$ cat src/rtl/arp_requester.sv
// ARP initiator: broadcasts a request for a target IPv4 address, then matches the reply on MAC RX.
// Optional one-entry result cache enabled by defining ARP_REQUESTER_CACHE_EN.
module arp_requester #(
  parameter logic [47:0] MY_HWADDR   = 48'h985aebdd1c65,
  parameter logic [31:0] MY_IP       = 32'hc0a80205,
  parameter int unsigned TIMEOUT_CYC = 1250000,
  parameter int unsigned MAX_TRIES   = 3
) (
  input  logic        clk,
  input  logic        reset,
  input  logic        lookup_req,
  input  logic [31:0] lookup_ip,
  output logic        lookup_busy,
  output logic        lookup_done,
  output logic        lookup_fail,
  output logic [47:0] lookup_hwaddr,
  output logic        count_req,
  output logic        count_reply,
  input  logic        rx_vld,
  input  logic        rx_last,
  input  logic        rx_err,
  input  logic        rx_crc_ok,
  input  logic        rx_busy,
  input  logic [10:0] rx_addr,
  input  logic [7:0]  rx_data,
  output logic        tx_req,
  output logic [10:0] tx_count,
  input  logic        tx_grant,
  input  logic [10:0] tx_addr,
  input  logic        tx_adv,
  input  logic        tx_last,
  output logic [7:0]  tx_data
);

  localparam int unsigned TmoW = (TIMEOUT_CYC > 1) ? $clog2(TIMEOUT_CYC) : 1;
  localparam int unsigned TryW = $clog2(MAX_TRIES + 1);
  localparam logic [TmoW-1:0] TmoLast = TmoW'(TIMEOUT_CYC - 1);
  localparam logic [TryW-1:0] TryMax = TryW'(MAX_TRIES);

  typedef enum logic [3:0] {
    StIdle = 4'b0001,
    StArb  = 4'b0010,
    StSend = 4'b0100,
    StWait = 4'b1000
  } state_e;

  state_e          state_q, state_d;
  logic [31:0]     tgt_ip_q, tgt_ip_d;
  logic [TryW-1:0] tries_q, tries_d;
  logic [TmoW-1:0] tmo_q, tmo_d;
  logic [7:0]      tx_data_q, tx_byte;
  logic            rx_busy_q, is_reply_q, is_reply_d, byte_chk, reply_acc;
  logic [47:0]     rx_hwaddr_q, rx_hwaddr_d, hwaddr_q, hwaddr_d;
  logic            done_q, done_d, fail_q, fail_d, reply_q, reply_d;
  logic            cache_hit;
  logic [47:0]     cache_hw;

  function automatic logic [7:0] pick48(input logic [47:0] v, input logic [2:0] idx);
    logic [47:0] s;
    s = v >> {3'd5 - idx, 3'b000};
    return s[7:0];
  endfunction

  function automatic logic [7:0] pick32(input logic [31:0] v, input logic [1:0] idx);
    logic [31:0] s;
    s = v >> {2'd3 - idx, 3'b000};
    return s[7:0];
  endfunction

  // Request frame byte for the offset MAC TX is asking for.
  always_comb begin
    tx_byte = 8'h00;
    if (tx_addr < 11'd6) begin
      tx_byte = 8'hff;
    end else if (tx_addr < 11'd12) begin
      tx_byte = pick48(MY_HWADDR, 3'(tx_addr - 11'd6));
    end else if (tx_addr < 11'd22) begin
      case (tx_addr)
        11'd12, 11'd16: tx_byte = 8'h08;
        11'd13, 11'd18: tx_byte = 8'h06;
        11'd15, 11'd21: tx_byte = 8'h01;
        11'd19:         tx_byte = 8'h04;
        default:        tx_byte = 8'h00;
      endcase
    end else if (tx_addr < 11'd28) begin
      tx_byte = pick48(MY_HWADDR, 3'(tx_addr - 11'd22));
    end else if (tx_addr < 11'd32) begin
      tx_byte = pick32(MY_IP, 2'(tx_addr - 11'd28));
    end else if (tx_addr >= 11'd38 && tx_addr < 11'd42) begin
      tx_byte = pick32(tgt_ip_q, 2'(tx_addr - 11'd38));
    end
  end

  always_comb begin
    byte_chk = 1'b1;
    case (rx_addr)
      11'd12, 11'd16: byte_chk = (rx_data == 8'h08);
      11'd13:         byte_chk = (rx_data == 8'h06);
      11'd17, 11'd20: byte_chk = (rx_data == 8'h00);
      11'd21:         byte_chk = (rx_data == 8'h02);
      default: begin
        if (rx_addr < 11'd6) begin
          byte_chk = (rx_data == pick48(MY_HWADDR, rx_addr[2:0]));
        end else if (rx_addr >= 11'd28 && rx_addr < 11'd32) begin
          byte_chk = (rx_data == pick32(tgt_ip_q, 2'(rx_addr - 11'd28)));
        end else if (rx_addr >= 11'd38 && rx_addr < 11'd42) begin
          byte_chk = (rx_data == pick32(MY_IP, 2'(rx_addr - 11'd38)));
        end
      end
    endcase
  end

  // Sender MAC arrives MSB first, so a shift register ends up holding it in order.
  always_comb begin
    rx_hwaddr_d = rx_hwaddr_q;
    if (rx_vld && rx_addr >= 11'd22 && rx_addr < 11'd28) begin
      rx_hwaddr_d = {rx_hwaddr_q[39:0], rx_data};
    end
    is_reply_d = ((rx_busy && !rx_busy_q) || is_reply_q) && (!rx_vld || byte_chk);
    reply_acc  = rx_vld && rx_last && rx_crc_ok && !rx_err && is_reply_d;
  end

  always_comb begin
    state_d     = state_q;
    tgt_ip_d    = tgt_ip_q;
    tries_d     = tries_q;
    tmo_d       = tmo_q;
    hwaddr_d    = hwaddr_q;
    done_d      = 1'b0;
    fail_d      = 1'b0;
    reply_d     = 1'b0;
    tx_req      = 1'b0;
    tx_count    = 11'd0;
    count_req   = 1'b0;
    lookup_busy = 1'b1;
    unique case (state_q)
      StIdle: begin
        lookup_busy = 1'b0;
        if (lookup_req) begin
          if (cache_hit) begin
            done_d   = 1'b1;
            hwaddr_d = cache_hw;
          end else begin
            tgt_ip_d = lookup_ip;
            tries_d  = '0;
            state_d  = StArb;
          end
        end
      end
      StArb: begin
        tx_req   = 1'b1;
        tx_count = 11'd60;
        if (tx_grant) begin
          tries_d   = tries_q + 1'b1;
          count_req = 1'b1;
          state_d   = StSend;
        end
      end
      StSend: begin
        if (tx_last) begin
          tmo_d   = '0;
          state_d = StWait;
        end
      end
      StWait: begin
        tmo_d = tmo_q + 1'b1;
        if (reply_acc) begin
          hwaddr_d = rx_hwaddr_d;
          done_d   = 1'b1;
          reply_d  = 1'b1;
          state_d  = StIdle;
        end else if (tmo_q == TmoLast) begin
          if (tries_q < TryMax) begin
            state_d = StArb;
          end else begin
            fail_d  = 1'b1;
            state_d = StIdle;
          end
        end
      end
      default: state_d = StIdle;
    endcase
  end

  always_ff @(posedge clk) begin
    if (reset) begin
      state_q     <= StIdle;
      tgt_ip_q    <= '0;
      tries_q     <= '0;
      tmo_q       <= '0;
      tx_data_q   <= '0;
      rx_busy_q   <= 1'b0;
      is_reply_q  <= 1'b0;
      rx_hwaddr_q <= '0;
      hwaddr_q    <= '0;
      done_q      <= 1'b0;
      fail_q      <= 1'b0;
      reply_q     <= 1'b0;
    end else begin
      state_q     <= state_d;
      tgt_ip_q    <= tgt_ip_d;
      tries_q     <= tries_d;
      tmo_q       <= tmo_d;
      rx_busy_q   <= rx_busy;
      is_reply_q  <= is_reply_d;
      rx_hwaddr_q <= rx_hwaddr_d;
      hwaddr_q    <= hwaddr_d;
      done_q      <= done_d;
      fail_q      <= fail_d;
      reply_q     <= reply_d;
      if (state_q == StSend && tx_adv) tx_data_q <= tx_byte;
    end
  end

`ifdef ARP_REQUESTER_CACHE_EN
  logic        cache_vld_q;
  logic [31:0] cache_ip_q;
  logic [47:0] cache_hw_q;

  assign cache_hit = cache_vld_q && (lookup_ip == cache_ip_q);
  assign cache_hw  = cache_hw_q;

  always_ff @(posedge clk) begin
    if (reset) begin
      cache_vld_q <= 1'b0;
      cache_ip_q  <= '0;
      cache_hw_q  <= '0;
    end else if (reply_d) begin
      cache_vld_q <= 1'b1;
      cache_ip_q  <= tgt_ip_q;
      cache_hw_q  <= rx_hwaddr_d;
    end else if (fail_d && tgt_ip_q == cache_ip_q) begin
      cache_vld_q <= 1'b0;
    end
  end
`else
  assign cache_hit = 1'b0;
  assign cache_hw  = '0;
`endif

  assign lookup_done   = done_q;
  assign lookup_fail   = fail_q;
  assign count_reply   = reply_q;
  assign lookup_hwaddr = hwaddr_q;
  assign tx_data       = (state_q == StSend) ? tx_data_q : 8'h00;

endmodule

$ cat config.mk
export PLATFORM = sky130hd
export DESIGN_NAME = arp_requester
export DESIGN_NICKNAME = d
export VERILOG_FILES = /design/src/rtl/arp_requester.sv
export SDC_FILE = /design/constraint.sdc
export NUM_CORES = 1
export LEC_CHECK = 0
export BUFFER_PORTS_ARGS = -buffer_cell sky130_fd_sc_hd__buf_2
export CORE_AREA = 2 2 150 152
export DETAILED_ROUTE_END_ITERATION = 8
export DIE_AREA = 0 0 152 154
export PLACE_DENSITY = 0.57
export SETUP_SLACK_MARGIN = 0.3
export SYNTH_ARGS = -nofsm -noshare
export SYNTH_HDL_FRONTEND = slang
export SYNTH_SLANG_ARGS = --single-unit
$ cat constraint.sdc
create_clock -name clk -period 7 [get_ports clk]
set_input_delay 0.7 -clock clk [delete_from_list [all_inputs] [get_ports clk]]
set_output_delay 0.7 -clock clk [all_outputs]
set_load 0.05 [all_outputs]
[Word-level counts from Yosys, hierarchy flattened]
Cells that the tools add are included.
Widths: inputs -> output; s select.
Storage, ports and cells
  register bits: 167
  logic and storage cells: 142
Cells by class
  $add $sub $neg: 15
  magnitude comparators: 15
  equal/unequal tests: 28
  shifts and indexed selects: 7
  mux-type cells: 32
  bitwise gates (word level): 2
  reduce and logical (&&, ||, !) cells: 32
Operators with widths (number)
  $shr 48x6->8 const A: 3
  $eq 11x5->1 const B: 8
  $shr 32x5->8: 2
  $shr 32x5->8 const A: 2
  $mux 8: 7
  $eq 11x4->1 const B: 5
  $mux 48: 1
  $lt 11x6->1 const B: 4
  $pmux 21 s2: 1
  $lt 11x5->1 const B: 3
  $pmux 4 s4: 2
  $eq 8x8->1: 3
  $ge 11x5->1 const B: 2
  $ge 11x6->1 const B: 2
  $lt 11x3->1 const B: 2
  $add 21x1->21 const B: 1
  $eq 21x21->1 const B: 1
  $mux 21: 1
  $mux 4: 5
  $logic_and 1x1->1: 12
  $reduce_or 2->1: 6
  $lt 11x4->1 const B: 1
  $mux 1: 9
  $sub 3x3->3 const A: 3
  other kinds (28): 45

[Depth between registers and ports, before layout]
Gate-level depths: netlist (run 1).
  depth after elaboration: 13
  mapped depth: 15
  mapped depth without buffers: 10

[Least setup slack after synthesis (run 1)]
No wires, ideal clock.
  kind: reg-to-output
  start point: register state_q[1]
  end point: output port count_req
  data arrival time: 3.451 ns
  required time: 6.300 ns
  slack: 2.849 ns
  stages on the path, launching flop included: 4
  path buffers: 1
  cells stage by stage: dfxtp_1 > clkbuf_1 > nor4b_1 > and2_1
On the way
  longest elaborated chain between the ends: 2
RTL lines
  start, declared: RTL line 47  | state_e state_q, state_d;
  start signal, assigned: RTL line 187  | state_q <= StIdle;
  start signal, assigned: RTL line 200  | state_q <= state_d;
  $eq 4x2->1: RTL line 136  | unique case (state_q)
  $mux 1: RTL line 136
  end, declared: RTL line 17  | output logic count_req,
Every way passes these cells.

[Worst setup path after layout (run 1)]
  start point: input port rx_addr[1]
  end point: register hwaddr_q[29], in the netlist lookup_hwaddr[29]
On the way
  longest elaborated chain between the ends: 12
  elaborated cells between the ends (all ways): 39
  those cells by class: add/sub (5); order compare (7); eq/ne (9); shift (3); mux (5); reduce/logical (10)
RTL lines
  start, declared: RTL line 24  | input logic [10:0] rx_addr,
  $sub 2x2->2: RTL line 107  | byte_chk = (rx_data == pick32(MY_IP, 2'(rx_addr - 11'd38)));
  $sub 2x2->2: RTL line 66  | s = v >> {2'd3 - idx, 3'b000};
  $shr 32x5->8: RTL line 66
  $eq 8x8->1: RTL line 107
  $mux 1: RTL line 106  | end else if (rx_addr >= 11'd38 && rx_addr < 11'd42) begin
  $mux 1: RTL line 104  | end else if (rx_addr >= 11'd28 && rx_addr < 11'd32) begin
  $mux 1: RTL line 102  | if (rx_addr < 11'd6) begin
  $pmux 1 s4: RTL line 96  | case (rx_addr)
  $logic_or 1x1->1: RTL line 119  | is_reply_d = ((rx_busy && !rx_busy_q) || is_reply_q) && (!rx_vld || byte_chk);
  $logic_and 1x1->1: RTL line 119
  $logic_and 1x1->1: RTL line 120  | reply_acc = rx_vld && rx_last && rx_crc_ok && !rx_err && is_reply_d;
  $reduce_and 2->1 (no source line)
  end signal, assigned: RTL line 207  | hwaddr_q <= hwaddr_d;
  end, declared: RTL line 53  | logic [47:0] rx_hwaddr_q, rx_hwaddr_d, hwaddr_q, hwaddr_d;
Several ways; a longest one is shown, not always the timed one.
A chain may end at the register's enable or synchronous reset.

==> results of run 1 <==
-- power by group through the flow --
| stage | clock (µW) | sequential, µW | combinational (µW) |
|---|---|---|---|
| after global routing | 1020 | 1020 | 364 |
| final | 955 | 1020 | 331 |
| after CTS | 977 | 1020 | 332 |
| after global placement | 0 | 1040 | 327 |
| after floorplan | 0 | 1030 | 266 |
| after detailed placement | 0 | 1040 | 330 |
-- layout make-up --
cell class	instances	area, µm²	share of cell area (%)
clock buffers	17	425	4.42
clock inverters	15	196	2.04
inverters	17	63.8	0.663
multi-input cells	722	4530	47.0
flip-flops and latches	167	3340	34.7
well taps	280	350	3.64
repair buffers	142	723	7.51
-- cell usage after synthesis, drive strengths merged (18+ instances only) --
cell,count,share of area (%)
nor3,19,1.3
o21ai,22,1.3
buf,25,2.5
mux2,54,8.2
dfxtp,167,40
a21oi,115,6.9
nor2,59,2.7
nor2b,51,3.8
nand2,197,8.9
nand3,18,1.1
and2,18,1.4
clkbuf,55,2.5
-- per-stage QoR --
stage | setup WS (ps) | util (%) | power [µW] | instance area (µm²) | hold slack, ps
CTS | 2780 | 44.4 | 2330 | 9630 | 464
detailed placement | 2320 | 41.5 | 1370 | 9010 | 452
floorplan | 2850 | - | 1290 | 8340 | 433
finish | 2770 | 44.4 | 2310 | 9630 | 458
global placement | 2450 | 41.5 | 1370 | 9010 | 450
global route | 2460 | 44.4 | 2410 | 9630 | 485
-- layout by cell type (no fill, tap or decap), drive strengths merged, types with 13 or more instances in the layout --
master and count:
o21ai 22, xnor2 14, nor3 19, a21oi 115, ha 13, dfxtp 167
and2 18, nor2b 51, nor2 59, buf 142, mux2 54, mux2i 15
inv 23, nand2 197, clkbuf 17, nand3 18
-- worst max path at each step --
stage | endpoint | start | slack (ps)
final | lookup_hwaddr[29] | rx_addr[1] | 2770
after global routing | lookup_hwaddr[27] | rx_addr[1] | 2460
after CTS | lookup_hwaddr[29] | rx_addr[1] | 2780
after detailed placement | lookup_hwaddr[40] | rx_addr[1] | 2320
after global placement | lookup_hwaddr[39] | rx_addr[1] | 2450
after floorplan | count_req | state_q[1] | 2850
-- kinds of logic after synthesis --
| logic type | after synthesis | share of synthesized area [%] |
|---|---|---|
| simple gates | 403 | 22.6 |
| compound gates | 193 | 13.5 |
| flops | 167 | 40.2 |
| buf+inv | 97 | 5.78 |
| mux | 81 | 13.3 |
| xor+xnor | 25 | 2.63 |
| fa+ha+maj | 13 | 1.96 |
| other cells | 1 | 0.0451 |
-- flip-flops by register name, indices dropped and copies added, names as in the netlist --
signal         cells
tgt_ip_q          32
is_reply_q         1
rx_hwaddr_q       48
lookup_fail        1
rx_busy_q          1
state_q            4
count_reply        1
lookup_hwaddr     48
tries_q            2
tmo_q             21
tx_data_q          8
-- tightest hold or removal path: stages, from the launching register on --
cell     delay (ps)
dfxtp_1         300
nand2_1          50
a21oi_1          60
-- layer usage --
metal | GRT usage [%] | vias up | part of all wire (%)
li1 | - | 3526 | -
met1 | 24.1 | 3257 | 48
met2 | 28.9 | 163 | 47
met3 | 4.20 | 16 | 4.2
met4 | 4.09 | 0 | 1.1
met5 | 0 | - | 0
==> summary.md, run 1 <==
| Metric | Value |
|---|---|
| Seq/Total Area, Yosys | 40.2% |
| Leakage power | about 0.0038 µW |
| First-pass GRT wire length | 34.2 mm |
| YS warnings | 0 |
| Cts bufs inserted | 17 |
| Data required, critical path | 7320 ps |
| GRT Overall Usage | between 10% and 20% |
| Post-CTS Hold Buffers | 0 |
| # placed instances | 1328 |
| Flop pwr share | 44.2% |
| Critical path class | primary input to register |
| Max-slew violations | 0 |
| Register-to-Register Setup Slack | 3810 ps |
| 1st-iter DRT viols | approximately 430 |
| Switching Share | 31.1% |
| DR pass1 iterations | 5 |
| Netlist cell types | 60 |
| Cell Count, Final, Fillers Out | 1360 |
| Synth-to-layout area growth | 15.8% |
| Critical path arrival | 4550 ps |
| Min Tclk post-route | 4230 ps |
| Comb pwr share | between 10% and 20% |
| Count of final setup violators | 0 |
| Rows | 54 |
| Via/cell ratio | between 5 and 6 |
| Worst Max-Slew Pin Slew | 1090 ps |
| Post-Synthesis Cell Area | 0.00831 mm² |
| Post-DR wirelength/cell | 15.5 µm |
| DRT antenna net count | 0 |
| Rel. slew slack | 27.1% |
| Unrepaired setup endpoints after global routing | false |
| Psw | 716 µW |
| Detailed Place HPWL | 14.5 mm |
| Period utilization | 60.4% |
| Syn_area_per_cell | 8.48 µm² |
| Post-layout nets | 1153 |
| I/O pin total | 146 |
| Max Cap Violations | 0 |
| Detailed-route via count | 6962 |
| Residual DRC | 0 |
| Max Clock Skew | ~14 ps |
| FFs w/ async S/R, synth | 0% |
| Max Clk Rate | 0.237 GHz |
| Critical R2R Launch | tgt_ip_q[1] |
| Clock Latency Late Sink | 430 ps |
| Crit-path max FO | 48 |
| Initial Util | roughly two fifths |
| Setup TNS | 0 ps |
| Delay of the slowest critical-path stage | 610 ps |
| Yosys reg bits | 167 |
| Fill cells | 2197 |
| Antenna violations before repair | 0 |
| Share of cells above drive strength 1 | 22.7% |
| Largest net degree at the start of global routing | 105 |
| CTS tree | built |
| Worst Hold Path EP | rx_hwaddr_q[40] |
| Root buf cell | clkbuf_16 |
| Min-delay src | rx_hwaddr_q[40] |
| Worst Hold Class | register to register |
| Peak VDD IR | roughly 0.15 mV |
| CP Depth | 12 |
| Sink Count | between 150 and 200 |
| Critical path's slowest cell | buf_4 |
| Post-CTS setup repair buffer count | 0 |
| Clock tree buffer depth | 2 |
| CP bufs+invs | 3 |
| Internal power | 1590 µW |
| Remaining Overflow, GRT | 0 |
| Core box area | about 0.022 mm² |
| Crit Reg-Reg Endpoint | lookup_hwaddr[29] |
| CP Capture Type | register |
| Routability cong. | just under 0.9 |
| Vias in the first global route | 6584 |
| Post-synth EDFFs | 0 |
| CP Cell Sequence | buf_2, inv_1, ha_1, mux2_1, o21ai_0, or4_1, o31ai_1, a21boi_0, o21a_2, nor3_4, buf_4, mux2_2 |
| Status | complete, no violations |
| Die Area | 0.0234 mm² |
| Hold Path Depth | 2 |
| H-tree depth | 4 |
| Main synth FF type | dfxtp_1 |
| Routed wire length | between 20 and 25 mm |
| Crit start category | primary input |
| Worst-path clk slew | 80 ps |
| Die Y | 154 µm |
| Ant. Diodes | 0 |
| CTS resizes | 0 |
| # port buffers | approximately 140 |
| Die Wd | 152 µm |
| Kind of cell adding the most delay to the critical path | buffers and inverters |
| Pwr dens | around 240 mW/mm² |
| Gate Count Post-Synth | 980 |
| Fin. Hold Viols | 0 |
| Clock power frac | between 40 and 50% |
| Worst r2r path cells | 9 |
Power figures use the tool's default switching activity.
==> run 2, diff against run 1 <==
--- a/config.mk
+++ b/config.mk
@@ -5,11 +5,12 @@
 export SDC_FILE = /design/constraint.sdc
 export NUM_CORES = 1
 export LEC_CHECK = 0
+export ABC_AREA = 1
 export BUFFER_PORTS_ARGS = -buffer_cell sky130_fd_sc_hd__buf_2
-export CORE_AREA = 2 2 150 152
+export CORE_AREA = 2 2 149 151
 export DETAILED_ROUTE_END_ITERATION = 8
-export DIE_AREA = 0 0 152 154
-export PLACE_DENSITY = 0.57
+export DIE_AREA = 0 0 151 153
+export PLACE_DENSITY = 0.58
 export SETUP_SLACK_MARGIN = 0.3
 export SYNTH_ARGS = -nofsm -noshare
 export SYNTH_HDL_FRONTEND = slang
==> constraint.sdc (replaced) <==
create_clock -name clk -period 4.4 [get_ports clk]
set_input_delay 0.44 -clock clk [delete_from_list [all_inputs] [get_ports clk]]
set_output_delay 0.44 -clock clk [all_outputs]
set_load 0.05 [all_outputs]
==> summary.md, run 2 <==
| Metric | Value |
|---|---|
| Vias in the first global route | 7350 |
| DRT antenna net count | 0 |
| Largest net degree at the start of global routing | 69 |
| Max-slew violations | 0 |
| Clock Latency Late Sink | 430 ps |
| Status | complete, no violations |
| Die Wd | 151 µm |
| Rows | 54 |
| Most frequent cells in the layout | nor2_1, nand2_1, dfxtp_1 |
| Root buf cell | clkbuf_16 |
| Post-CTS Hold Buffers | 0 |
| CTS resizes | 0 |
| Clock tree buffer depth | 2 |
| Most instantiated cells after synthesis | nor2_1, nand2_1, dfxtp_1 |
| Initial Util | 38.6% |
| Critical path arrival | 3350 ps |
| Gate Count Post-Synth | 1203 |
| Via/cell ratio | 4.92 |
| CTS tree | built |
| Netlist cell types | 44 |
| Seq/Total Area, Yosys | roughly two fifths |
| Rel. slew slack | between 50 and 60% |
| Residual DRC | 0 |
| Crit start category | primary input |
| H-tree depth | 4 |
| Post-CTS setup repair buffer count | 0 |
| Commonest non-fill, non-tap cell in the layout | nor2_1 |
| I/O pin total | 146 |
| Share of cells above drive strength 1 | between 15 and 20% |
| Remaining Overflow, GRT | 0 |
| Max Cap Violations | 0 |
| Flop pwr share | between 40 and 50% |
| Psw | around 1200 µW |
| Top-count cell post-synth | nor2_1 |
| Worst-path clk slew | 70 ps |
| Setup TNS | 0 ps |
| Detailed-route via count | 7869 |
| Peak VDD IR | 0.313 mV |
| Post-DR wirelength/cell | ~14 µm |
| Final core utilization | between 40% and 50% |
| Main synth FF type | dfxtp_1 |
| Post-synth EDFFs | 0 |
| Max Clock Skew | around 13 ps |
| Critical path class | primary input to register |
| Core box area | about 0.021 mm² |
| Die Area | ~0.023 mm² |
| Leakage power | 0.00413 µW |
| Die Y | ~150 µm |
| YS warnings | 0 |
| Cts bufs inserted | 17 |
| DR pass1 iterations | 5 |
| Ant. Diodes | 0 |
| Worst Max-Slew Pin Slew | between 700 and 800 ps |
| Switching Share | 32.5% |
| First-pass GRT wire length | approximately 37 mm |
| CP Cell Sequence | buf_2, inv_2, ha_1, nand2_1, o21ai_0, or2_0, nand3_1, nor2_1, nand2_1, a21oi_1, nand2_1, nand3_2, nand4_4, buf_4, a21oi_1, nor2_1 |
| GRT Overall Usage | 19.8% |
| Total power | 3790 µW |
| Period utilization | a little over two thirds |
| Post-DP Area | 0.00910 mm² |
| Pwr dens | 392 mW/mm² |
| Synth-to-layout area growth | 16.8% |
| FFs w/ async S/R, synth | 0% |
| Top-area cell type share of the netlist area | 40.4% |
| Routability cong. | 0.891 |
| # port buffers | between 100 and 150 |
| Most frequent CP cell | nand2_1 |
| Data required, critical path | approximately 4700 ps |
| Unrepaired setup endpoints after global routing | false |
| Comb pwr share | 17.8% |
| Critical path's slowest cell | ha_1 |
| Fill cells | 2252 |
| Max Clk Rate | 0.326 GHz |
| CP Capture Type | register |
| Post-layout nets | 1391 |
| Detailed Place HPWL | 16.4 mm |
| Post-synth top area cell | dfxtp_1 |
| Count of final setup violators | 0 |
| Final Instance Area | 0.00968 mm² |
| Syn_area_per_cell | 6.89 µm² |
| Routed wire length | 22.4 mm |
| 1st-iter DRT viols | 461 |
| Yosys reg bits | 167 |
| Min Tclk post-route | 3070 ps |
| Internal power | 2560 µW |
| Delay of the slowest critical-path stage | 450 ps |
| Worst Hold Class | primary input to register |
| Antenna violations before repair | 0 |
| Crit-path max FO | 37 |
| Post-Synthesis Cell Area | just over 0.008 mm² |
| Clock power frac | 38.7% |
| Fin. Hold Viols | 0 |
| Sink Count | around 170 |
| Top post-synthesis cells by area | dfxtp_1, nor2_1, nand2_1 |
## run 2: changes by cell type in the layout (fill, tap and decap cells not counted), sizes merged, moves of 18 or more
cell and change:
o21ai +58, nand3 +48, inv +100, nor2 +181, nor2b -51, and2 -18, nand2 +26, mux2 -54
## run 2: area by class of cell
class | instances | area, µm² | share of cell area, %
well taps | 280 | 350 | 3.62
repair buffers | 147 | 786 | 8.12
multi-input cells | 857 | 4180 | 43.2
inverters | 115 | 434 | 4.49
clock buffers | 18 | 429 | 4.44
clock inverters | 14 | 150 | 1.55
flip-flops and latches | 167 | 3340 | 34.6
## run 2: final timing paths
kind,start,endpoint,slack (ps),cells after the start
setup / recovery,rx_addr[1],lookup_hwaddr[24],1330,16
hold / removal,lookup_ip[25],tgt_ip_q[25],290,3
setup reg to reg,tgt_ip_q[6],lookup_hwaddr[24],1830,15
hold reg to reg,tries_q[0],tries_q[0],470,1
## run 2: cells by family after synthesis
group / after synthesis / share of synthesized area, %
AO/OA/AOI/OAI: 246 / 17.0
XOR/XNOR: 4 / 0.423
adder cells (fa/ha/maj): 13 / 1.96
buffers and inverters: 185 / 9.57
flip-flops: 167 / 40.4
multiplexers: 22 / 2.66
other: 1 / 0.0453
AND/OR/NAND/NOR: 565 / 27.9
## run 2: power groups by stage
stage / logic (µW) / clock network [µW] / registers (µW)
3_3_place_gp: 668 / 0 / 1680
3_5_place_dp: 670 / 0 / 1680
5_1_grt: 762 / 1560 / 1660
2_1_floorplan: 500 / 0 / 1670
6_report: 673 / 1470 / 1650
4_1_cts: 673 / 1490 / 1650
## run 2: per-layer routing
metal / routed length [µm] / up-vias / share of wire, % / global-route usage, %
met5: 0 / - / 0 / 0
met2: 10000 / 209 / 45 / 31.4
met4: 507 / 0 / 2.3 / 6.63
li1: - / 4114 / - / -
met1: 10600 / 3510 / 48 / 27.3
met3: 1210 / 36 / 5.4 / 3.22
## run 2: metrics by stage
| stage | hold slack, ps | setup WS (ps) | cells |
|---|---|---|---|
| after floorplan | 433 | 1230 | 1209 |
| after global placement | 452 | 958 | 1566 |
| after detailed placement | 455 | 916 | 1566 |
| after CTS | 278 | 1350 | 1598 |
| after global routing | 292 | 925 | 1598 |
| final | 287 | 1330 | 1598 |
## run 2: worst max-delay path, delay by kind of cell
kind	cells	cell delay, ps
compound gates	3	400
fa+ha+maj	1	450
buf+inv	3	890
simple gates	9	1140
